--- config.mk ---
export PLATFORM = sky130hd
export DESIGN_NAME = mem_to_axi_bridge
export DESIGN_NICKNAME = d
export VERILOG_FILES = /design/src/rtl/mem_to_axi_bridge.sv
export SDC_FILE = /design/constraint.sdc
export NUM_CORES = 1
export LEC_CHECK = 0
export BUFFER_PORTS_ARGS = -buffer_cell sky130_fd_sc_hd__buf_2
export CAP_MARGIN = 25
export CORE_AREA = 2 2 124 126
export DETAILED_ROUTE_END_ITERATION = 10
export DIE_AREA = 0 0 126 128
export PLACE_DENSITY = 0.73
export SYNTH_ARGS = -nofsm -noshare
export SYNTH_HDL_FRONTEND = slang
export SYNTH_SLANG_ARGS = --single-unit
--- constraint.sdc ---
create_clock -name clk_i -period 4.3 [get_ports clk_i]
set_input_delay 0.86 -clock clk_i [delete_from_list [all_inputs] [get_ports clk_i]]
set_output_delay 0.86 -clock clk_i [all_outputs]
set_load 0.01 [all_outputs]
--- src/rtl/mem_to_axi_bridge.sv ---
// Bridges a req/gnt/valid memory port onto single-beat AXI4 master transactions.
// One transaction in flight; every AXI-facing output comes straight from a register.
module mem_to_axi_bridge #(
    parameter int ADDR_WIDTH = 32,
    parameter int DATA_WIDTH = 32,
    parameter int ID_WIDTH   = 2,
    parameter int AXI_ID     = 0
) (
    input  logic                      clk_i,
    input  logic                      rst_i,
    output logic                      busy_o,

    input  logic                      s_mem_req,
    output logic                      s_mem_gnt,
    input  logic [ADDR_WIDTH-1:0]     s_mem_addr,
    input  logic                      s_mem_we,
    input  logic [DATA_WIDTH/8-1:0]   s_mem_be,
    input  logic [DATA_WIDTH-1:0]     s_mem_wdata,
    output logic                      s_mem_valid,
    output logic [DATA_WIDTH-1:0]     s_mem_rdata,
    output logic                      s_mem_error,

    output logic [ID_WIDTH-1:0]       m_axi_awid,
    output logic [ADDR_WIDTH-1:0]     m_axi_awaddr,
    output logic [7:0]                m_axi_awlen,
    output logic [2:0]                m_axi_awsize,
    output logic [1:0]                m_axi_awburst,
    output logic                      m_axi_awlock,
    output logic [3:0]                m_axi_awcache,
    output logic [2:0]                m_axi_awprot,
    output logic [3:0]                m_axi_awqos,
    output logic [3:0]                m_axi_awregion,
    output logic                      m_axi_awvalid,
    input  logic                      m_axi_awready,

    output logic [DATA_WIDTH-1:0]     m_axi_wdata,
    output logic [DATA_WIDTH/8-1:0]   m_axi_wstrb,
    output logic                      m_axi_wlast,
    output logic                      m_axi_wvalid,
    input  logic                      m_axi_wready,

    input  logic [ID_WIDTH-1:0]       m_axi_bid,
    input  logic [1:0]                m_axi_bresp,
    input  logic                      m_axi_bvalid,
    output logic                      m_axi_bready,

    output logic [ID_WIDTH-1:0]       m_axi_arid,
    output logic [ADDR_WIDTH-1:0]     m_axi_araddr,
    output logic [7:0]                m_axi_arlen,
    output logic [2:0]                m_axi_arsize,
    output logic [1:0]                m_axi_arburst,
    output logic                      m_axi_arlock,
    output logic [3:0]                m_axi_arcache,
    output logic [2:0]                m_axi_arprot,
    output logic [3:0]                m_axi_arqos,
    output logic [3:0]                m_axi_arregion,
    output logic                      m_axi_arvalid,
    input  logic                      m_axi_arready,

    input  logic [ID_WIDTH-1:0]       m_axi_rid,
    input  logic [DATA_WIDTH-1:0]     m_axi_rdata,
    input  logic [1:0]                m_axi_rresp,
    input  logic                      m_axi_rlast,
    input  logic                      m_axi_rvalid,
    output logic                      m_axi_rready
);

    localparam int                  STRB_WIDTH = DATA_WIDTH / 8;
    localparam logic [2:0]          AXI_SIZE   = 3'($clog2(STRB_WIDTH));
    localparam logic [ID_WIDTH-1:0] ID_VALUE   = ID_WIDTH'(AXI_ID);
    localparam logic [1:0]          RESP_OKAY  = 2'b00;

    localparam logic [2:0] IDLE         = 3'd0;
    localparam logic [2:0] WR_ADDR_DATA = 3'd1;
    localparam logic [2:0] WR_RESP      = 3'd2;
    localparam logic [2:0] RD_ADDR      = 3'd3;
    localparam logic [2:0] RD_DATA      = 3'd4;

    logic [2:0]            state;
    logic [ADDR_WIDTH-1:0] addr_q;
    logic [DATA_WIDTH-1:0] wdata_q;
    logic [STRB_WIDTH-1:0] be_q;
    logic                  awvalid_q;
    logic                  wvalid_q;
    logic                  bready_q;
    logic                  arvalid_q;
    logic                  rready_q;
    logic                  aw_done;
    logic                  w_done;

    // IDs, rlast and the exclusive-access flavour of the response are not used.
    logic unused_axi_inputs;
    assign unused_axi_inputs = ^{m_axi_bid, m_axi_rid, m_axi_rlast};

    function automatic logic resp_is_error(input logic [1:0] resp);
        return resp != RESP_OKAY;
    endfunction

    assign s_mem_gnt = s_mem_req && (state == IDLE);
    assign busy_o    = (state != IDLE);

    // A channel counts as done once its valid is already low or is being accepted now.
    assign aw_done = !awvalid_q || m_axi_awready;
    assign w_done  = !wvalid_q  || m_axi_wready;

    always_ff @(posedge clk_i or posedge rst_i) begin
        if (rst_i) begin
            state       <= IDLE;
            addr_q      <= '0;
            wdata_q     <= '0;
            be_q        <= '0;
            awvalid_q   <= 1'b0;
            wvalid_q    <= 1'b0;
            bready_q    <= 1'b0;
            arvalid_q   <= 1'b0;
            rready_q    <= 1'b0;
            s_mem_valid <= 1'b0;
            s_mem_error <= 1'b0;
            s_mem_rdata <= '0;
        end else begin
            s_mem_valid <= 1'b0;
            s_mem_error <= 1'b0;
            case (state)
                IDLE: begin
                    if (s_mem_gnt) begin
                        addr_q  <= s_mem_addr;
                        wdata_q <= s_mem_wdata;
                        be_q    <= s_mem_be;
                        if (s_mem_we) begin
                            awvalid_q <= 1'b1;
                            wvalid_q  <= 1'b1;
                            state     <= WR_ADDR_DATA;
                        end else begin
                            arvalid_q <= 1'b1;
                            state     <= RD_ADDR;
                        end
                    end
                end
                WR_ADDR_DATA: begin
                    if (m_axi_awready) awvalid_q <= 1'b0;
                    if (m_axi_wready)  wvalid_q  <= 1'b0;
                    if (aw_done && w_done) begin
                        bready_q <= 1'b1;
                        state    <= WR_RESP;
                    end
                end
                WR_RESP: begin
                    if (m_axi_bvalid) begin
                        bready_q    <= 1'b0;
                        s_mem_valid <= 1'b1;
                        s_mem_error <= resp_is_error(m_axi_bresp);
                        state       <= IDLE;
                    end
                end
                RD_ADDR: begin
                    if (m_axi_arready) begin
                        arvalid_q <= 1'b0;
                        rready_q  <= 1'b1;
                        state     <= RD_DATA;
                    end
                end
                RD_DATA: begin
                    if (m_axi_rvalid) begin
                        rready_q    <= 1'b0;
                        s_mem_rdata <= m_axi_rdata;
                        s_mem_valid <= 1'b1;
                        s_mem_error <= resp_is_error(m_axi_rresp);
                        state       <= IDLE;
                    end
                end
                default: state <= IDLE;
            endcase
        end
    end

    assign m_axi_awid     = ID_VALUE;
    assign m_axi_awaddr   = addr_q;
    assign m_axi_awlen    = 8'd0;
    assign m_axi_awsize   = AXI_SIZE;
    assign m_axi_awburst  = 2'b01;
    assign m_axi_awlock   = 1'b0;
    assign m_axi_awcache  = 4'b0000;
    assign m_axi_awprot   = 3'b000;
    assign m_axi_awqos    = 4'd0;
    assign m_axi_awregion = 4'd0;
    assign m_axi_awvalid  = awvalid_q;

    assign m_axi_wdata    = wdata_q;
    assign m_axi_wstrb    = be_q;
    assign m_axi_wlast    = 1'b1;
    assign m_axi_wvalid   = wvalid_q;

    assign m_axi_bready   = bready_q;

    assign m_axi_arid     = ID_VALUE;
    assign m_axi_araddr   = addr_q;
    assign m_axi_arlen    = 8'd0;
    assign m_axi_arsize   = AXI_SIZE;
    assign m_axi_arburst  = 2'b01;
    assign m_axi_arlock   = 1'b0;
    assign m_axi_arcache  = 4'b0000;
    assign m_axi_arprot   = 3'b000;
    assign m_axi_arqos    = 4'd0;
    assign m_axi_arregion = 4'd0;
    assign m_axi_arvalid  = arvalid_q;

    assign m_axi_rready   = rready_q;

endmodule

Word level (Yosys, flattened, before mapping)
Index checks and enable logic that the tools add are counted.
{"block": "totals", "ff_bits": 110, "input_bits": 118, "output_inout_bits": 204, "word_cells": 76}
{"block": "op_classes", "n_eq_ne": 13, "n_mux": 29, "reduce_logical": 22}
{"op": "!= test 2 bit, second input constant", "count": 9}
{"op": "2-to-1 mux 1 bit", "count": 15}
{"op": "2-to-1 mux 3 bit", "count": 5}
{"op": "one-hot mux 3 bit (5 select lines)", "count": 1}
{"op": "one-hot mux 1 bit (2 select lines)", "count": 7}
{"op": "AND reduction 4 bit", "count": 3}
{"op": "nonzero test 2 bit", "count": 6}
{"op": "== test 3 x 2 -> 1 bit, second input constant", "count": 2}
{"op": "AND reduction 3 bit", "count": 2}
{"op": "AND reduction 5 bit", "count": 1}
{"op": "AND reduction 2 bit", "count": 2}
{"op": "== test 3 x 1 -> 1 bit, second input constant", "count": 1}
{"op": "== test 3 bit, second input constant", "count": 1}
{"op": "zero test 3 bit", "count": 1}
{"op": "nonzero test 3 bit", "count": 1}
{"op": "logical AND 1 bit", "count": 2}
{"op": "zero test 1 bit", "count": 2}
{"op": "logical OR 1 bit", "count": 2}
{"op": "2-to-1 mux 2 bit", "count": 1}

Depth between registers and ports, before layout
Gate-level depths: netlist of run 1.
{"block": "logic_depth", "depth_word": 5, "depth_mapped": 7, "depth_no_buf": 4}

Worst setup path after synthesis of run 1
Ideal clock, no wire load.
{"block": "synth_timing", "path_type": "input-to-output", "from": "input port s_mem_req", "to": "output port s_mem_gnt", "arrival_time_ns": 1.378, "t_required_ns": 3.440, "setup_slack_ns": 2.062, "stages": 3, "n_path_buf": 1, "cell_sequence": "inv_1 > nor2_8 > buf_12"}
{"block": "synth_via", "elab_chain_len": 1}
{"element": "from (decl)", "line": "13", "text": "input logic s_mem_req,"}
{"element": "logical AND 1 bit", "line": "99", "text": "assign s_mem_gnt = s_mem_req && (state == IDLE);"}
{"element": "to (decl)", "line": "14", "text": "output logic s_mem_gnt,"}
No other way between the ends.

Final worst setup path of run 1
{"block": "layout_timing", "from": "register state[2]", "to": "output port s_mem_gnt"}
{"block": "layout_via", "elab_chain_len": 2}
{"element": "from (decl)", "line": "79", "text": "logic [2:0] state;"}
{"element": "from (signal assigned)", "line": "108", "text": "state <= IDLE;"}
{"element": "from (signal assigned)", "line": "132", "text": "state <= WR_ADDR_DATA;"}
{"element": "from (signal assigned)", "line": "135", "text": "state <= RD_ADDR;"}
{"element": "zero test 3 bit", "line": "99"}
{"element": "logical AND 1 bit", "line": "99"}
No other way between the ends.

==> metrics.txt, run 1 <==
count of flip-flops with a built-in enable after synthesis=0; area share of the largest cell type after synthesis=0.517; drt first pass iters=4; number of violations of the max-capacitance limit=0; detail-routed via count per cell=4.16; Worst-Skew Late Latency=0.35 ns; number of violations reported at the end of detailed-routing iteration 0=137; transition time of the tightest slew-check pin=0.773 ns; number of antenna violations at the first check in global routing=1; net count reported at finish=709; arrival time of the worst setup path=1.98 ns; remaining global-route overflow=0; clock buffers created by TritonCTS=9; quantity of hold-fixing buffers added after cts=0; setup total negative slack=0 ns; H-tree levels=3; count of port buffers added during placement=253; Floorplan Core Area=14,900 sq um; worst-case headroom to the max-slew limit=0.485; placer congestion estimate=0.702; site row count=45; outcome=finished, final reports clean; die width=126 um; CP Capture Type=primary output; Die Area=16,100 sq um; mapped cell area=5320 sq um; count of instances resized after the clock tree is built=0; prevailing post-synth register cell=sky130_fd_sc_hd__dfrtp_1; wire length of the first global-routing pass=17.1 mm; fin crit share=0.661; Crit path required time=3.44 ns; fraction of final layout cells with drive strength greater than 1=0.638; count of final max-slew check failures=0; DP Worst Slack=1.62 ns; Pwr Density=761 nW/um^2; # clock sinks=110; Routed wire per std cell=14.4 um; clock-pin slew reported for the worst setup and hold paths after clock tree synthesis=0.07 ns; filler instances=1,400; highest fanout seen on the critical path=22; Post-Syn Instances=371; sequential area share after synthesis=0.517; hold violation total from the final report=0; total global routing track utilization=0.138; fraction of registers with async set/reset=1.00; die height=128 um; fmax=0.352 GHz; cell types occupying the most area after synthesis=sky130_fd_sc_hd__dfrtp_1, sky130_fd_sc_hd__mux2_4, sky130_fd_sc_hd__buf_4; number of diodes added for antenna fixing=0; Min-Delay Path Class=flop to flop; setup slack, reg-to-reg=1.83 ns; sum of routed wire length over all layers=11.3 mm; most common cell after layout, fill and taps aside=sky130_fd_sc_hd__buf_2; minimum clock period after layout=2.84 ns; Layout Area Growth over Synthesis=22.0%; RSZ-0062 raised after global routing=false; placed wire-length estimate after detailed placement=8.59 mm; critical path launch point type=flop; Post-route DRC=0; via total after detailed routing=3,259; maximum clock skew at final layout=0.00911 ns; Post-CTS Setup Repair Bufs=0; Worst Setup Slack, final=1.46 ns; Synthesis Warnings=0; flops & latches, synth=110; count of endpoints failing setup in the final report=0; number of nets still failing antenna checks after routing=0; dpl cells=768; TritonCTS clock tree=done; IR drop worst, VDD=0.241 mV; largest net degree at the start of global routing=54; Crit Path Category=flop to primary output; Syn Area/Cell=14.4 sq um; post-route insts no fill=784; commonest cells after routing, fill and taps aside=sky130_fd_sc_hd__buf_2, sky130_fd_sc_hd__dfrtp_1, sky130_fd_sc_hd__mux2_4; clock root buffer master=sky130_fd_sc_hd__clkbuf_16; worst slack on hold paths=0.501 ns; leak pwr=3.49 nW; Bufs on Longest Clock Path=2; initial core utilization=0.358; unique cell type count in the Yosys netlist=29; vias in the first global route=3,139; library cell with the largest summed area after synthesis=sky130_fd_sc_hd__dfrtp_1; number of I/O pins=322
critical path, cell delays in order, from the launching register on:
cell and delay, ns:
sky130_fd_sc_hd__dfrtp_1 0.48, sky130_fd_sc_hd__or3_4 0.46, sky130_fd_sc_hd__nor2_8 0.45, sky130_fd_sc_hd__buf_2 0.23
routing by layer:
metal,share of wire,track usage,up-vias
met5,0.0012,0,-
met4,0.011,0.0427,2
met3,0.099,0.0655,10
met2,0.52,0.241,175
met1,0.37,0.148,1543
li1,-,-,1529
state kept, by name, summed over array words and instances (netlist names), 3 cells and up:
register and cells:
s_mem_rdata 32, m_axi_wstrb 4, m_axi_wdata 32, m_axi_araddr 32, state 3
kinds of logic (layout without fill, tap and decap cells):
logic type	count (synthesis)	in the layout	synth area share
AO/OA/AOI/OAI	18	18	0.0228
buffers and inverters	115	279	0.173
flip-flops	110	110	0.517
multiplexers	100	100	0.259
other	2	63	0.00141
AND/OR/NAND/NOR	26	26	0.0259
final timing paths:
check / from / end / cells after the start
min: m_axi_bready / m_axi_bready / 1
max reg2reg: state[2] / m_axi_araddr[13] / 4
max: state[2] / s_mem_gnt / 3
max in group asynchronous: rst_i / s_mem_rdata[14] / 3
min in group asynchronous: rst_i / m_axi_araddr[7] / 2
min reg2reg: m_axi_bready / m_axi_bready / 1
cells in the mapped netlist (2+ instances only):
cell,count
sky130_fd_sc_hd__inv_1,6
sky130_fd_sc_hd__buf_2,2
sky130_fd_sc_hd__mux2_2,32
sky130_fd_sc_hd__a31oi_1,3
sky130_fd_sc_hd__dfrtp_1,110
sky130_fd_sc_hd__buf_4,98
sky130_fd_sc_hd__o21ai_0,7
sky130_fd_sc_hd__nand2_1,11
sky130_fd_sc_hd__buf_12,7
sky130_fd_sc_hd__nor2_1,8
sky130_fd_sc_hd__mux2_4,68
sky130_fd_sc_hd__conb_1,2
final cells by class:
cell class              instances  area [sq um]  area share
multi-input cells             207          1880       0.289
flip-flops and latches        110          2750       0.424
inverters                       6          25.0     0.00385
repair buffers                257          1300       0.200
clock inverters                 6          68.8      0.0106
clock buffers                  10           239      0.0368
well taps                     188           235      0.0362
per-stage QoR:
step                      instance area (sq um)   util  power, mW
final                                      6490  0.437       4.94
after global routing                       6490  0.437       5.26
after CTS                                  6490  0.437       5.02
after detailed placement                   6190  0.416       4.14
after global placement                     6190  0.416       4.09
after floorplan                            5550      -       3.59
power by group:
part	switching [mW]	internal (mW)	leakage (nW)
Sequential	0.319	1.55	1.33
Combinational	1.00	1.22	2.03
Clock	0.382	0.470	0.137
Total	1.70	3.24	3.49
Power figures use the tool's default switching activity.
==> run 2: changes to the inputs <==
==> config.mk (replaced) <==
export PLATFORM = sky130hd
export DESIGN_NAME = mem_to_axi_bridge
export DESIGN_NICKNAME = d
export VERILOG_FILES = /design/src/rtl/mem_to_axi_bridge.sv
export SDC_FILE = /design/constraint.sdc
export NUM_CORES = 1
export LEC_CHECK = 0
export ABC_AREA = 1
export BUFFER_PORTS_ARGS = -buffer_cell sky130_fd_sc_hd__buf_2
export CAP_MARGIN = 25
export CORE_AREA = 2 2 125 127
export DETAILED_ROUTE_END_ITERATION = 10
export DIE_AREA = 0 0 127 129
export PLACE_DENSITY = 0.69
export SYNTH_ARGS = -nofsm -noshare
export SYNTH_HDL_FRONTEND = slang
export SYNTH_SLANG_ARGS = --single-unit
==> constraint.sdc (replaced) <==
create_clock -name clk_i -period 2.9 [get_ports clk_i]
set_input_delay 0.58 -clock clk_i [delete_from_list [all_inputs] [get_ports clk_i]]
set_output_delay 0.58 -clock clk_i [all_outputs]
set_load 0.01 [all_outputs]
==> run 2 against run 1 <==
Compared with the run above: clock skew increased by 0.0012 ns; sequential power increased by 38%; non-clock buffer count increased by 2; largest cell class unchanged; flip-flop and latch count unchanged; worst setup slack got worse by 0.53 ns; register-to-register slack got worse by 0.90 ns; via count increased by 24%; largest power group is now sequential cells; total power increased by 30%; cell count increased by 27%; die area increased by 1.6%; critical path depth increased by 3; count of clock-buffer cells in the layout increased by 1.
==> metrics.txt, run 2 <==
# clock sinks=110 (unchanged); number of diodes added for antenna fixing=0 (unchanged); RSZ-0062 raised after global routing=false (unchanged); placer congestion estimate=0.797 (was 0.702); Syn Area/Cell=8.48 sq um (was 14.4 sq um); count of flip-flops with a built-in enable after synthesis=0 (unchanged); Max stage delay on crit path=0.72 ns (was 0.48 ns); die width=127 um (was 126 um); library cell with the largest summed area after synthesis=sky130_fd_sc_hd__dfrtp_1 (unchanged); Die Area=16,400 sq um (was 16,100 sq um); flops & latches, synth=110 (unchanged); area share of the largest cell type after synthesis=0.553 (was 0.517); site row count=45 (unchanged); via total after detailed routing=4,030 (was 3,259); Crit Path Category=flop to flop (was flop to primary output); initial core utilization=0.332 (was 0.358); net count reported at finish=921 (was 709); Worst-Skew Late Latency=0.34 ns (was 0.35 ns); count of endpoints failing setup in the final report=0 (unchanged); die height=129 um (was 128 um); sum of routed wire length over all layers=11.7 mm (was 11.3 mm); vias in the first global route=3,739 (was 3,139); Layout Area Growth over Synthesis=25.8% (was 22.0%); transition time of the tightest slew-check pin=0.922 ns (was 0.773 ns); Crit path required time=3.18 ns (was 3.44 ns); finished layout cell area=6260 sq um (was 6490 sq um); most common cell after layout, fill and taps aside=sky130_fd_sc_hd__nand2_1 (was sky130_fd_sc_hd__buf_2); arrival time of the worst setup path=2.25 ns (was 1.98 ns); critical path launch point type=flop (unchanged); largest net degree at the start of global routing=62 (was 54); IR drop worst, VDD=0.361 mV (was 0.241 mV); number of nets still failing antenna checks after routing=0 (unchanged); number of violations reported at the end of detailed-routing iteration 0=128 (was 137); prevailing post-synth register cell=sky130_fd_sc_hd__dfrtp_1 (unchanged); placed wire-length estimate after detailed placement=8.66 mm (was 8.59 mm); Buffers & Inverters on Critical Path=1 (unchanged); wire length of the first global-routing pass=18.4 mm (was 17.1 mm); Min-Delay Path Class=primary input to async pin (was flop to flop); Routed wire per std cell=11.7 um (was 14.4 um); Post-Syn Instances=587 (was 371); fin crit share=0.679; placed inst area=5950 sq um (was 6190 sq um); clock buffers created by TritonCTS=9 (unchanged); count of final max-slew check failures=0 (unchanged); TritonCTS clock tree=done (unchanged); number of I/O pins=322 (unchanged); count of port buffers added during placement=253 (unchanged); fmax=0.508 GHz; clock-pin slew reported for the worst setup and hold paths after clock tree synthesis=0.08 ns (was 0.07 ns); hold violation total from the final report=0 (unchanged); Floorplan Core Area=15,000 sq um (was 14,900 sq um); total global routing track utilization=0.141 (was 0.138); detail-routed via count per cell=4.05 (was 4.16); critical path's slowest cell=sky130_fd_sc_hd__clkinv_1 (was sky130_fd_sc_hd__dfrtp_1); mapped cell area=4980 sq um (was 5320 sq um); worst reg2reg path depth=6 (was 4); sequential area share after synthesis=0.553 (was 0.517); count of instances resized after the clock tree is built=0 (unchanged); unique cell type count in the Yosys netlist=19 (was 29); RR Endpoint=m_axi_rready (was m_axi_araddr[13]); Pwr Density=1020 nW/um^2 (was 761 nW/um^2); H-tree levels=3 (unchanged); minimum clock period after layout=1.97 ns; fraction of final layout cells with drive strength greater than 1=0.345 (was 0.638); remaining global-route overflow=0 (unchanged); setup slack, reg-to-reg=0.93 ns (was 1.83 ns); ranking of synthesized cells by instance count=sky130_fd_sc_hd__nand2_1, sky130_fd_sc_hd__dfrtp_1, sky130_fd_sc_hd__buf_4 (was sky130_fd_sc_hd__dfrtp_1, sky130_fd_sc_hd__buf_4, sky130_fd_sc_hd__mux2_4); maximum clock skew at final layout=0.0103 ns (was 0.00911 ns); worst-case headroom to the max-slew limit=0.382 (was 0.485); worst reg2reg startpoint=state[0] (was state[2]); dominant cell by count in the synthesized netlist=sky130_fd_sc_hd__nand2_1 (was sky130_fd_sc_hd__dfrtp_1); setup total negative slack=0 ns (unchanged); leak pwr=3.89 nW (was 3.49 nW); drt first pass iters=5 (was 4); CP Cell Sequence=nor2_1, nand3_1, clkinv_1, o21ai_0, nand2_1, nand2_1 (was or3_4, nor2_8, buf_2); Synthesis Warnings=0 (unchanged); commonest cells after routing, fill and taps aside=sky130_fd_sc_hd__nand2_1, sky130_fd_sc_hd__buf_2, sky130_fd_sc_hd__dfrtp_1 (was sky130_fd_sc_hd__buf_2, sky130_fd_sc_hd__dfrtp_1, sky130_fd_sc_hd__mux2_4); fraction of registers with async set/reset=1.00 (unchanged); crit-path leading delay family=buffers and inverters (was simple AND/OR/NAND/NOR gates); number of violations of the max-capacitance limit=0 (unchanged); CP Capture Type=flop (was primary output); cell occurring most often along the worst timing path=sky130_fd_sc_hd__nand2_1; Post-CTS Setup Repair Bufs=0 (unchanged); Critical Path Stages=6 (was 3); clock root buffer master=sky130_fd_sc_hd__clkbuf_16 (unchanged); highest fanout seen on the critical path=34 (was 22); outcome=finished, final reports clean (unchanged); Post-route DRC=0 (unchanged); number of antenna violations at the first check in global routing=1 (unchanged); Bufs on Longest Clock Path=2 (unchanged); cell types occupying the most area after synthesis=sky130_fd_sc_hd__dfrtp_1, sky130_fd_sc_hd__nand2_1, sky130_fd_sc_hd__buf_4 (was sky130_fd_sc_hd__dfrtp_1, sky130_fd_sc_hd__mux2_4, sky130_fd_sc_hd__buf_4); quantity of hold-fixing buffers added after cts=0 (unchanged)
## run 2: cell count changes after synthesis, sizes merged, moves of 2 or more
cell	change
nand3	+8
a31oi	-4
inv	+4
buf	+3
o21ai	-2
clkbuf	+3
nand2	+310
mux2	-100
## run 2: how the worst max path moves through the flow
stage	from	end	slack (ns)
final	state[0]	m_axi_rready	0.93
after global routing	state[1]	m_axi_rready	0.71
after CTS	state[0]	m_axi_rready	0.93
after detailed placement	m_axi_rvalid	m_axi_rready	0.76
after global placement	m_axi_rvalid	m_axi_rready	0.76
after floorplan	rst_i	m_axi_araddr[0]	0.99
## run 2: routing by layer
metal | track usage | part of all wire | wire (um)
met4 | 0.0452 | 0.0096 | 112
met2 | 0.229 | 0.47 | 5550
met5 | 0 | 0.00094 | 11
met1 | 0.180 | 0.43 | 5010
met3 | 0.0486 | 0.087 | 1010
## run 2: layout make-up
type                            instances  area (sq um)
Sequential cell                       110          2750
Tap cell                              188           235
Clock buffer                           11           243
Multi-Input combinational cell        412          1600
Fill cell                            1519          8720
Timing Repair Buffer                  259          1320
Clock inverter                          5          65.1
Inverter                               11          45.0
## run 2: worst reg2reg max path, delay by kind of cell, from the launching register on
kind	cells	cell delay, ns
AOI/OAI and AO/OA	1	0.43
buffers and inverters	1	0.72
DFF	1	0.44
and+or+nand+nor	4	0.32
## run 2: cell families (layout without fill, tap and decap cells)
family	after synthesis	count (layout)	synth area share
buf+inv	126	286	0.172
other cells	2	63	0.00151
compound gates	7	7	0.00754
flops	110	110	0.553
simple gates	342	342	0.266
## run 2: stage by stage
step                       util  hold WS [ns]  worst slack [ns]  total power, mW  cells
after floorplan               -         0.506             0.991             4.35    648
after global placement    0.397         0.450             0.764             5.17    980
after detailed placement  0.397         0.453             0.762             5.22    980
after CTS                 0.418         0.400             0.930             6.53    996
after global routing      0.418         0.404             0.711             6.95    996
final                     0.418         0.410             0.930             6.41    996
## run 2: where the power goes
part,leakage (nW),switching (mW),internal [mW]
registers,1.39,0.390,2.19
logic,2.35,1.56,1.01
clock network,0.151,0.555,0.704
